**src/rtl/booth_mul_seq_if.sv**
```systemverilog
// booth_mul_seq_if: request/result bundle between the ALU issue logic and the Booth multiplier
//   master (issue side): drives start, abort, multiplicand, multiplier; observes busy, done, product
//   slave  (multiplier): observes the request signals; drives busy, done, product
interface booth_mul_seq_if #(
    parameter int WIDTH = 32
);
    logic                 start;
    logic                 abort;
    logic [WIDTH-1:0]     multiplicand;
    logic [WIDTH-1:0]     multiplier;
    logic                 busy;
    logic                 done;
    logic [2*WIDTH-1:0]   product;

    modport master (
        output start, abort, multiplicand, multiplier,
        input  busy, done, product
    );

    modport slave (
        input  start, abort, multiplicand, multiplier,
        output busy, done, product
    );
endinterface

```
**src/rtl/booth_mul_seq.sv**
```systemverilog
// booth_mul_seq: multi-cycle signed WIDTH x WIDTH -> 2*WIDTH radix-2 Booth multiplier
//   clk    rising-edge clock
//   clr_n  asynchronous active-low reset
//   bus    slave side of booth_mul_seq_if
//          start/multiplicand/multiplier: request, sampled in IDLE only
//          abort: cancels a multiply while in RUN
//          busy: high in RUN; done: one-cycle pulse in DONE; product: last completed result
module booth_mul_seq #(
    parameter int WIDTH = 32,
    parameter int CNT_W = 6
) (
    input  logic              clk,
    input  logic              clr_n,
    booth_mul_seq_if.slave    bus
);
    typedef enum logic [1:0] {IDLE, RUN, DONE} state_t;

    localparam logic [WIDTH:0] ONE = {{WIDTH{1'b0}}, 1'b1};

    state_t               state_q, state_d;
    logic [CNT_W-1:0]     cnt_q, cnt_d;
    logic [WIDTH:0]       a_q, a_d;
    logic [WIDTH:0]       q_q, q_d;
    logic [WIDTH-1:0]     m_q, m_d;
    logic [2*WIDTH-1:0]   product_q, product_d;
    logic [WIDTH:0]       m_ext, addend, sum, step_a, step_q;
    logic                 last_step;

    // One Booth step: A is WIDTH+1 bits so that negating M = most-negative value cannot overflow.
    always_comb begin
        m_ext     = {m_q[WIDTH-1], m_q};
        addend    = (q_q[1:0] == 2'b01) ? m_ext :
                    (q_q[1:0] == 2'b10) ? (~m_ext) + ONE : '0;
        sum       = a_q + addend;
        // Arithmetic right shift of {A, Q}: sign of A replicated, A[0] enters Q's MSB.
        step_a    = {sum[WIDTH], sum[WIDTH:1]};
        step_q    = {sum[0], q_q[WIDTH:1]};
        last_step = (cnt_q == CNT_W'(WIDTH - 1));
    end

    always_comb begin
        state_d   = state_q;
        cnt_d     = cnt_q;
        a_d       = a_q;
        q_d       = q_q;
        m_d       = m_q;
        product_d = product_q;
        case (state_q)
            IDLE: begin
                if (bus.start) begin
                    m_d     = bus.multiplicand;
                    a_d     = '0;
                    q_d     = {bus.multiplier, 1'b0};
                    cnt_d   = '0;
                    state_d = RUN;
                end
            end
            RUN: begin
                if (bus.abort) begin
                    cnt_d   = '0;
                    state_d = IDLE;
                end else begin
                    a_d   = step_a;
                    q_d   = step_q;
                    cnt_d = cnt_q + CNT_W'(1);
                    if (last_step) begin
                        // Q[0] is the Booth guard bit, so the low half sits in Q[WIDTH:1].
                        product_d = {step_a[WIDTH-1:0], step_q[WIDTH:1]};
                        state_d   = DONE;
                    end
                end
            end
            DONE:    state_d = IDLE;
            default: state_d = IDLE;
        endcase
    end

    always_ff @(posedge clk or negedge clr_n) begin
        if (!clr_n) begin
            state_q   <= IDLE;
            cnt_q     <= '0;
            a_q       <= '0;
            q_q       <= '0;
            m_q       <= '0;
            product_q <= '0;
        end else begin
            state_q   <= state_d;
            cnt_q     <= cnt_d;
            a_q       <= a_d;
            q_q       <= q_d;
            m_q       <= m_d;
            product_q <= product_d;
        end
    end

    assign bus.busy    = (state_q == RUN);
    assign bus.done    = (state_q == DONE);
    assign bus.product = product_q;
endmodule

```
**src/flat_wrapper.sv**
```systemverilog
// flat-port wrapper written by rule: the top's interface ports become plain ports
module booth_mul_seq_flat 
#(
    parameter int WIDTH = 32,
    parameter int CNT_W = 6
)
  (clk, clr_n, bus_start, bus_abort, bus_multiplicand, bus_multiplier, bus_busy, bus_done, bus_product);
  booth_mul_seq_if #(.WIDTH(WIDTH)) bus_i ();
  input  logic clk;
  input  logic clr_n;
  input wire logic [$bits(bus_i.start)-1:0] bus_start;
  input wire logic [$bits(bus_i.abort)-1:0] bus_abort;
  input wire logic [$bits(bus_i.multiplicand)-1:0] bus_multiplicand;
  input wire logic [$bits(bus_i.multiplier)-1:0] bus_multiplier;
  output wire logic [$bits(bus_i.busy)-1:0] bus_busy;
  output wire logic [$bits(bus_i.done)-1:0] bus_done;
  output wire logic [$bits(bus_i.product)-1:0] bus_product;
  assign bus_i.start = bus_start;
  assign bus_i.abort = bus_abort;
  assign bus_i.multiplicand = bus_multiplicand;
  assign bus_i.multiplier = bus_multiplier;
  assign bus_busy = bus_i.busy;
  assign bus_done = bus_i.done;
  assign bus_product = bus_i.product;
  booth_mul_seq #(.WIDTH(WIDTH), .CNT_W(CNT_W)) u_core (.clk(clk), .clr_n(clr_n), .bus(bus_i));
endmodule
```
**config.mk**
```make
export PLATFORM = sky130hd
export DESIGN_NAME = booth_mul_seq_flat
export DESIGN_NICKNAME = d
export VERILOG_FILES = /design/src/rtl/booth_mul_seq_if.sv /design/src/rtl/booth_mul_seq.sv /design/src/flat_wrapper.sv
export SDC_FILE = /design/constraint.sdc
export NUM_CORES = 1
export LEC_CHECK = 0
export CAP_MARGIN = 0
export CORE_ASPECT_RATIO = 0.6
export CORE_UTILIZATION = 30
export DETAILED_ROUTE_END_ITERATION = 8
export GPL_ROUTABILITY_DRIVEN = 0
export SETUP_SLACK_MARGIN = 0.4
export SYNTH_ARGS = -nofsm -noshare
export SYNTH_HDL_FRONTEND = slang
export SYNTH_SLANG_ARGS = --single-unit
```
**constraint.sdc**
```tcl
create_clock -name clk -period 4.14 [get_ports clk]
set_input_delay 0.621 -clock clk [delete_from_list [all_inputs] [get_ports clk]]
set_output_delay 0.621 -clock clk [all_outputs]
set_load 0.02 [all_outputs]
```
* Word-level counts from Yosys, hierarchy flattened
Cells that the tools add are included.
Word-level totals: register bits after elaboration 170, input bits 68, output and inout port bits 66, word-level logic and storage cells 41
Cells by class: add/sub/neg operators 3, equal/unequal tests 8, muxes and demuxes 15, bitwise operators 2, reductions and logical operators 7
Operators with widths (number):
- 33-bit 2-to-1 mux | 6
- 33-bit case mux with 2 select lines | 2
- 33-bit by 1-bit adder with 33-bit output (second input constant) | 1
- 33-bit adder | 1
- 33-bit NOT | 1
- 6-bit 2-to-1 mux | 2
- 6-bit case mux with 2 select lines | 1
- 6-bit by 1-bit adder with 6-bit output (second input constant) | 1
- 6-bit by 5-bit equality test with 1-bit output (second input constant) | 1
- 2-bit 2-to-1 mux | 3
- 2-bit AND reduction | 3
- 3-bit AND reduction | 2
- 2-bit by 1-bit equality test with 1-bit output (second input constant) | 2
- 2-bit equality test (second input constant) | 2
- 2-bit inequality test (second input constant) | 2
- 2-bit case mux with 2 select lines | 1
- 3-bit by 2-bit inequality test with 1-bit output (second input constant) | 1
- 2-bit zero test | 1
- 2-bit nonzero test | 1
- 1-bit NOT | 1

* Logic depth before layout (Yosys ltp)
Gate-level depths: netlist of the first run.
word-level depth 7, mapped depth 18, mapped depth without buffers 17

* Worst setup path before layout of the first run
No wires, ideal clock.
kind register to register, start register u_core.m_q[0], end register u_core.a_q[25], arrival time 3.786 ns, required time 4.009 ns, path slack 0.222 ns, cell stages (with the launch flop) 17, buffers on the path 0, path through dfrtp_1 > inv_1 > ha_1 > or3b_2 > nor3_1 > nand2_1 > or4_1 > o21ai_0 > nand2_1 > o21ai_0 > ha_1 > nand2_1 > o21ai_0 > o311ai_0 > o21ai_1 > nor4b_1 > or3_1
On the way: cells in the longest elaborated chain, start to end 7
Ends and longest elaborated chain:
- from (decl) | RTL line booth_mul_seq.sv:24 | logic [WIDTH-1:0] m_q, m_d;
- from (signal assigned) | RTL line booth_mul_seq.sv:91 | m_q <= m_d;
- 33-bit NOT | RTL line booth_mul_seq.sv:33 | (q_q[1:0] == 2'b10) ? (~m_ext) + ONE : '0;
- 33-bit by 1-bit adder with 33-bit output | RTL line booth_mul_seq.sv:33
- 33-bit 2-to-1 mux | RTL line booth_mul_seq.sv:33
- 33-bit 2-to-1 mux (*) | RTL line booth_mul_seq.sv:32 | addend = (q_q[1:0] == 2'b01) ? m_ext :
- 33-bit adder (*) | RTL line booth_mul_seq.sv:34 | sum = a_q + addend;
- 33-bit 2-to-1 mux (*) | RTL line booth_mul_seq.sv:59 | if (bus.abort) begin
- 33-bit case mux with 2 select lines (*) | RTL line booth_mul_seq.sv:48 | case (state_q)
- to (signal assigned) | RTL line booth_mul_seq.sv:82 | a_q <= '0;
- to (signal assigned) | RTL line booth_mul_seq.sv:89 | a_q <= a_d;
- to (decl) | RTL line booth_mul_seq.sv:22 | logic [WIDTH:0] a_q, a_d;
Every way passes the cells marked *; elsewhere a longest branch is shown, timed or not. The select of a mux whose other input is x is not followed. A chain may end at the register's enable or synchronous reset.

* Worst setup path in the final report of the first run
start register u_core.m_q[21], end register u_core.product_q[63] (netlist: u_core.bus.product[63])
On the way: cells in the longest elaborated chain, start to end 5
Ends and longest elaborated chain:
- 33-bit NOT | RTL line booth_mul_seq.sv:33
- 33-bit by 1-bit adder with 33-bit output | RTL line booth_mul_seq.sv:33
- 33-bit 2-to-1 mux | RTL line booth_mul_seq.sv:33
- 33-bit 2-to-1 mux (*) | RTL line booth_mul_seq.sv:32
- 33-bit adder (*) | RTL line booth_mul_seq.sv:34
- to (signal assigned) | RTL line booth_mul_seq.sv:92 | product_q <= product_d;
- to (decl) | RTL line booth_mul_seq.sv:25 | logic [2*WIDTH-1:0] product_q, product_d;
Every way passes the cells marked *; elsewhere a longest branch is shown, timed or not.

==> results of run 1 <==
[Yosys cell counts (all sizes together) (16+ instances only)]
| library cell | instances | area, um^2 |
|---|---|---|
| clkbuf | 54 | 202.7 |
| nand2 | 280 | 1051 |
| mux2 | 45 | 506.7 |
| o31ai | 16 | 120.1 |
| a31oi | 36 | 225.2 |
| a22o | 32 | 281.5 |
| dfrtp | 169 | 4229 |
| xnor2 | 18 | 157.7 |
| ha | 35 | 437.9 |
| o21ai | 85 | 425.4 |
| a21oi | 50 | 250.2 |
| nor2 | 69 | 259.0 |
| nor3 | 19 | 95.09 |
[metrics by stage]
step	power, W	setup WS [ns]	instance area (um^2)	hold WS (ns)	util
2_1_floorplan	0.004091	0.4072	9309	0.3254	-
3_3_place_gp	0.005015	0.1063	11290	0.4589	0.3735
3_5_place_dp	0.005050	-0.03884	11290	0.4619	0.3735
4_1_cts	0.006932	0.3410	12220	0.2434	0.4043
5_1_grt	0.008064	0.1713	13000	0.2559	0.4300
6_report	0.007657	0.2453	13000	0.2117	0.4300
[worst paths after layout]
kind                                        from                endpoint  slack, ns  cells past startpoint
hold / removal                             clr_n   u_core.bus.product[7]       0.21                      1
setup / recovery                  u_core.m_q[21]  u_core.bus.product[63]       0.25                     14
hold reg to reg            u_core.bus.product[4]   u_core.bus.product[4]       0.47                      2
setup reg to reg                  u_core.m_q[21]  u_core.bus.product[63]       0.25                     14
min in group clk           u_core.bus.product[4]   u_core.bus.product[4]       0.47                      2
max in group asynchronous                  clr_n          u_core.m_q[18]       3.07                      2
[power groups by stage]
stage               Clock, W  Combinational, W  Sequential (W)
finish               0.00158           0.00377         0.00231
global route         0.00169           0.00403         0.00235
CTS                  0.00162           0.00304         0.00227
detailed placement         0           0.00276         0.00229
floorplan                  0           0.00190         0.00219
global placement           0           0.00273         0.00228
[flip-flops by register name (all words and copies together) (netlist names)]
name	flops
u_core.bus.product	64
u_core.q_q	33
u_core.a_q	32
u_core.m_q	32
u_core.cnt_q	6
u_core.state_q	2
[cell type report]
cell class              count  area, um^2
clock buffers              21       450.4
clock inverters            11       121.4
flip-flops and latches    169        4232
well taps                 408       510.5
fillers                  2854       17230
inverters                  15       56.30
multi-input cells         819        5639
repair buffers            215        1988
[logic make-up after synthesis]
family | after synthesis | share of synthesized area
DFF | 169 | 0.4551
adders and majority gates | 36 | 0.04928
muxes | 45 | 0.05453
AOI/OAI and AO/OA | 258 | 0.1734
xor gates and xnor gates | 33 | 0.03110
buffers and inverters | 74 | 0.02989
and+or+nand+nor | 447 | 0.2067
[routing by layer]
layer  global-route usage  part of all wire  up-vias
li1                     -                 -     4087
met1               0.2814              0.50     4188
met2               0.2402              0.41      303
met3              0.06580             0.083       36
met4              0.03404             0.012        0
met5                    0                 0        -
[repair_timing]
item / in CTS / in global routing
pin swaps: 29 / 56
endpoints found under the setup margin: 38 / 40
resized for setup: 61 / 137
buffers inserted: 17 / 23
==> out/summary.txt, run 1 <==
Async S/R FF share, synth -> 1.000
Bufs and invs on worst path -> 0
P_sw -> 0.003180 W
ANT cells -> 0
Die ar. -> 0.03171 mm^2
HPWL after DPL -> 20.46 mm
Max Transition Viols Final -> 0
Crit share post-route -> 0.9407
CTS buffer count -> 17
Setup TNS -> 0 ns
Mapped Cells -> 1062
# DRC -> 0
Cell Area, Synth -> 0.009293 mm^2
Worst-Skew Late Latency -> 0.44 ns
Vias in the first global route -> 8050
Critical Path Sink Type -> flip-flop
Grt ovf -> 0
Row Count -> 49
Yosys Warn Count -> 0
Hold Buf Count CTS -> 0
Largest net degree at the start of global routing -> 77
H-tree levels -> 4
Starting Density -> 0.3074
Register bit total from synthesis -> 169
Power share of the clock group -> 0.206
Slew HR -> 0.4766
Mean Syn Cell Area -> 8.750 um^2
Layout Area Growth over Synthesis -> 39.87%
Average wire per standard cell -> 18.16 um
Clock sink count -> 169
DR vias -> 8614
Static leakage -> 5.623 nW
IO Port Bufs -> 133
Internal power -> 0.004477 W
Critical path arrival -> 4.22 ns
Worst IR Drop VDD -> 0.0003840 V
CP Max Fanout -> 5
Antenna viol nets, final -> 0
Cell mode on critical path -> or3_4
All-Layer GR Usage -> 0.1828
Slew @ Worst Pin -> 0.7851 ns
Power density over cell area -> 589.1 mW/mm^2
Core Area -> 0.03023 mm^2
Slowest-stage cell, CP -> or4_4
WP data required -> 4.47 ns
Die X -> 229.2 um
CTS tree -> yes
Crit-path cells -> or4_4 -> or3_4 -> or3_4 -> or3_4 -> xor2_1 -> a22o_1 -> ha_4 -> nand2_2 -> o21ai_4 -> a41oi_2 -> nor2_2 -> o31ai_4 -> xor2_1 -> mux2_4
Ratio of cells with drive above 1 in the final layout -> 0.2400
I/O Pins -> 134
Unrepaired setup endpoints after global routing -> true
Post-synth EDFFs -> 0
Commonest cells after routing, fill and taps aside -> nand2_1 (267), dfrtp_1 (167), clkdlybuf4s50_1 (132)
Fmax -> 256.8 MHz
Nets@finish -> 1341
Vias per std cell -> 5.195
Register area share after synthesis -> 0.4551
Clock-pin slew on the worst setup and hold paths -> 0.07 ns
Most common cell after layout, fill and taps aside -> nand2_1
WS Path Type -> flip-flop to flip-flop
Slowest cell delay on critical path -> 0.55 ns
Max clock buf depth -> 2
DRT Pass-1 Iters -> 6
Final Non-Filler Cells -> 1658
Placed cells -> 1586
Flop pwr share -> 0.301
First-pass GRT wire length -> 45.62 mm
Syn nets -> 1166
Clock root buffer -> clkbuf_16
Comb pwr share -> 0.492
Hold Crit Class -> input pin to async pin
Post-Route WL -> 30.11 mm
Crit-path leading delay family -> simple AND/OR/NAND/NOR gates
Switching share of total power -> 0.4153
Chip Height -> 138.3 um
Ys flop type -> dfrtp_1
Final hold viol count -> 0
DRT iter0 DRCs -> 710
Final Skew -> 0.01302 ns
Max-Cap Viols -> 0
Critical path startpoint category -> flip-flop
Outcome -> completed
Synth unique cells -> 51
Initial antenna violation count -> 0
# setup viols final -> 0
Crit path time final -> 3.895 ns
Power figures use the tool's default switching activity.
==> inputs of run 2 (changes only) <==
--- a/config.mk
+++ b/config.mk
@@ -11,6 +11,7 @@
 export DETAILED_ROUTE_END_ITERATION = 8
 export GPL_ROUTABILITY_DRIVEN = 0
 export SETUP_SLACK_MARGIN = 0.4
+export SKIP_LAST_GASP = 1
 export SYNTH_ARGS = -nofsm -noshare
 export SYNTH_HDL_FRONTEND = slang
 export SYNTH_SLANG_ARGS = --single-unit
==> constraint.sdc (replaced) <==
create_clock -name clk -period 4.8 [get_ports clk]
set_input_delay 0.72 -clock clk [delete_from_list [all_inputs] [get_ports clk]]
set_output_delay 0.72 -clock clk [all_outputs]
set_load 0.02 [all_outputs]
==> run 2 against run 1 <==
Non-clock buffer count decreased by 64. Die area unchanged. Flip-flop and latch count unchanged.
==> out/summary.txt, run 2 (synthesis results as in run 1) <==
Vias in the first global route -> 7740
Layout Area Growth over Synthesis -> 26.52%
Max clock buf depth -> 2
Crit-path leading delay family -> simple AND/OR/NAND/NOR gates
WS Path Type -> flip-flop to flip-flop
Worst-Skew Late Latency -> 0.45 ns
Crit path time final -> 4.185 ns
Core Area -> 0.03023 mm^2
Total power -> 0.005755 W
Final hold viol count -> 0
Clock root buffer -> clkbuf_16
Max Transition Viols Final -> 0
Initial antenna violation count -> 0
Grt ovf -> 0
DR vias -> 8257
Slew @ Worst Pin -> 1.158 ns
# setup viols final -> 0
Number of flip-flops in the largest register -> 64
Die X -> 229.2 um
Static leakage -> 5.080 nW
Average wire per standard cell -> 17.48 um
Worst IR Drop VDD -> 0.0002836 V
R2R Setup Slk -> 0.61 ns
Fin util -> 0.3890
Commonest cells after routing, fill and taps aside -> nand2_1 (279), dfrtp_1 (169), clkdlybuf4s50_1 (132)
ANT cells -> 0
Slew HR -> 0.2280
CTS tree -> yes
IO Port Bufs -> 133
Clock-pin slew on the worst setup and hold paths -> 0.07 ns
HPWL after DPL -> 19.85 mm
Antenna viol nets, final -> 0
Filler cells -> 3001
First-pass GRT wire length -> 44.48 mm
Bufs and invs on worst path -> 2
Slowest-stage cell, CP -> or3b_2
DRT iter0 DRCs -> 735
Crit-path cells -> inv_1 -> ha_2 -> or3b_2 -> nor3_2 -> nand2_1 -> or4_1 -> o21ai_0 -> nand2_1 -> o21ai_2 -> ha_2 -> buf_12 -> nand4_1 -> nor2_1 -> a21oi_1 -> nand3_1 -> a21oi_1 -> xnor2_1 -> mux2_2
Ratio of cells with drive above 1 in the final layout -> 0.1121
Unrepaired setup endpoints after global routing -> true
Critical Path Sink Type -> flip-flop
Power density over cell area -> 489.5 mW/mm^2
Clock sink count -> 169
Critical path arrival -> 4.51 ns
Die ar. -> 0.03171 mm^2
Outcome -> completed
Fmax -> 238.9 MHz
Nets@finish -> 1277
Row Count -> 49
Most common cell after layout, fill and taps aside -> nand2_1
# DRC -> 0
CP Max Fanout -> 5
Chip Height -> 138.3 um
Hold Crit Class -> input pin to async pin
Setup TNS -> 0 ns
Vias per std cell -> 5.180
Crit share post-route -> 0.8719
Critical path startpoint category -> flip-flop
Max-Cap Viols -> 0
Largest net degree at the start of global routing -> 101
All-Layer GR Usage -> 0.1801
Starting Density -> 0.3074
WP data required -> 5.13 ns
Slowest cell delay on critical path -> 0.50 ns
DRT Pass-1 Iters -> 8
Final Skew -> 0.01362 ns
H-tree levels -> 4
I/O Pins -> 134
Post-Route WL -> 27.87 mm
CTS buffer count -> 17
[run 2: changes by cell type in the layout (fill, tap and decap cells not counted), sizes merged]
cell	delta
buf	-64
bufinv	-1
clkinv	-3
inv	+3
clkinvlp	+1
[run 2: final cells by class]
| type | count | area [um^2] | share of cell area |
|---|---|---|---|
| Clock buffer | 21 | 460.4 | 0.03916 |
| Clock inverter | 11 | 112.6 | 0.009578 |
| Inverter | 15 | 56.30 | 0.004789 |
| Multi-Input combinational cell | 819 | 4896 | 0.4164 |
| Sequential cell | 169 | 4229 | 0.3597 |
| Tap cell | 408 | 510.5 | 0.04342 |
| Timing Repair Buffer | 151 | 1493 | 0.1270 |
[run 2: path summary, 6_finish.rpt]
path	startpoint	endpoint	cells after the start
min in group clk	u_core.bus.product[14]	u_core.bus.product[14]	2
hold reg to reg	u_core.bus.product[14]	u_core.bus.product[14]	2
max in group asynchronous	clr_n	u_core.bus.product[27]	2
setup reg to reg	u_core.m_q[0]	u_core.bus.product[50]	18
hold / removal	clr_n	u_core.m_q[29]	1
setup / recovery	u_core.m_q[0]	u_core.bus.product[50]	18
[run 2: through the flow]
step | setup slack (ns) | hold WS, ns | cell area (um^2) | std cells
after floorplan | 0.8825 | 0.4244 | 9293 | 1062
after global placement | 0.5914 | 0.4541 | 11040 | 1557
after detailed placement | 0.4208 | 0.4610 | 11040 | 1557
after CTS | 0.4127 | 0.4309 | 11620 | 1589
after global routing | 0.3844 | 0.4885 | 11760 | 1594
final | 0.6148 | 0.4157 | 11760 | 1594
[run 2: per-layer routing]
layer | share of wire | track usage | vias up
met5 | 0 | 0 | -
met1 | 0.52 | 0.2859 | 4012
met3 | 0.087 | 0.05611 | 20
met2 | 0.39 | 0.2260 | 266
met4 | 0.011 | 0.04842 | 0
li1 | - | - | 3959
[run 2: report_power, final]
group | total, W | switching [W] | internal (W)
logic | 0.00241 | 0.00148 | 0.000925
clock network | 0.00137 | 0.000615 | 0.000751
registers | 0.00198 | 0.000282 | 0.00170
[run 2: timing repair]
action | 4_1_cts | 5_1_grt
endpoints found under the setup margin | 0 | 35
resized for setup | 0 | 27
hold buffers | 0 | 0
buffers inserted | 0 | 5
hold endpoints to repair | 0 | 0
[run 2: worst reg2reg max path, cell delays in order (launching register included)]
cell	delay, ns
dfrtp_1	0.39
inv_1	0.11
ha_2	0.22
or3b_2	0.50
nor3_2	0.16
nand2_1	0.11
or4_1	0.44
o21ai_0	0.17
nand2_1	0.09
o21ai_2	0.09
ha_2	0.32
buf_12	0.14
nand4_1	0.13
nor2_1	0.05
a21oi_1	0.18
nand3_1	0.24
a21oi_1	0.26
xnor2_1	0.17
mux2_2	0.30
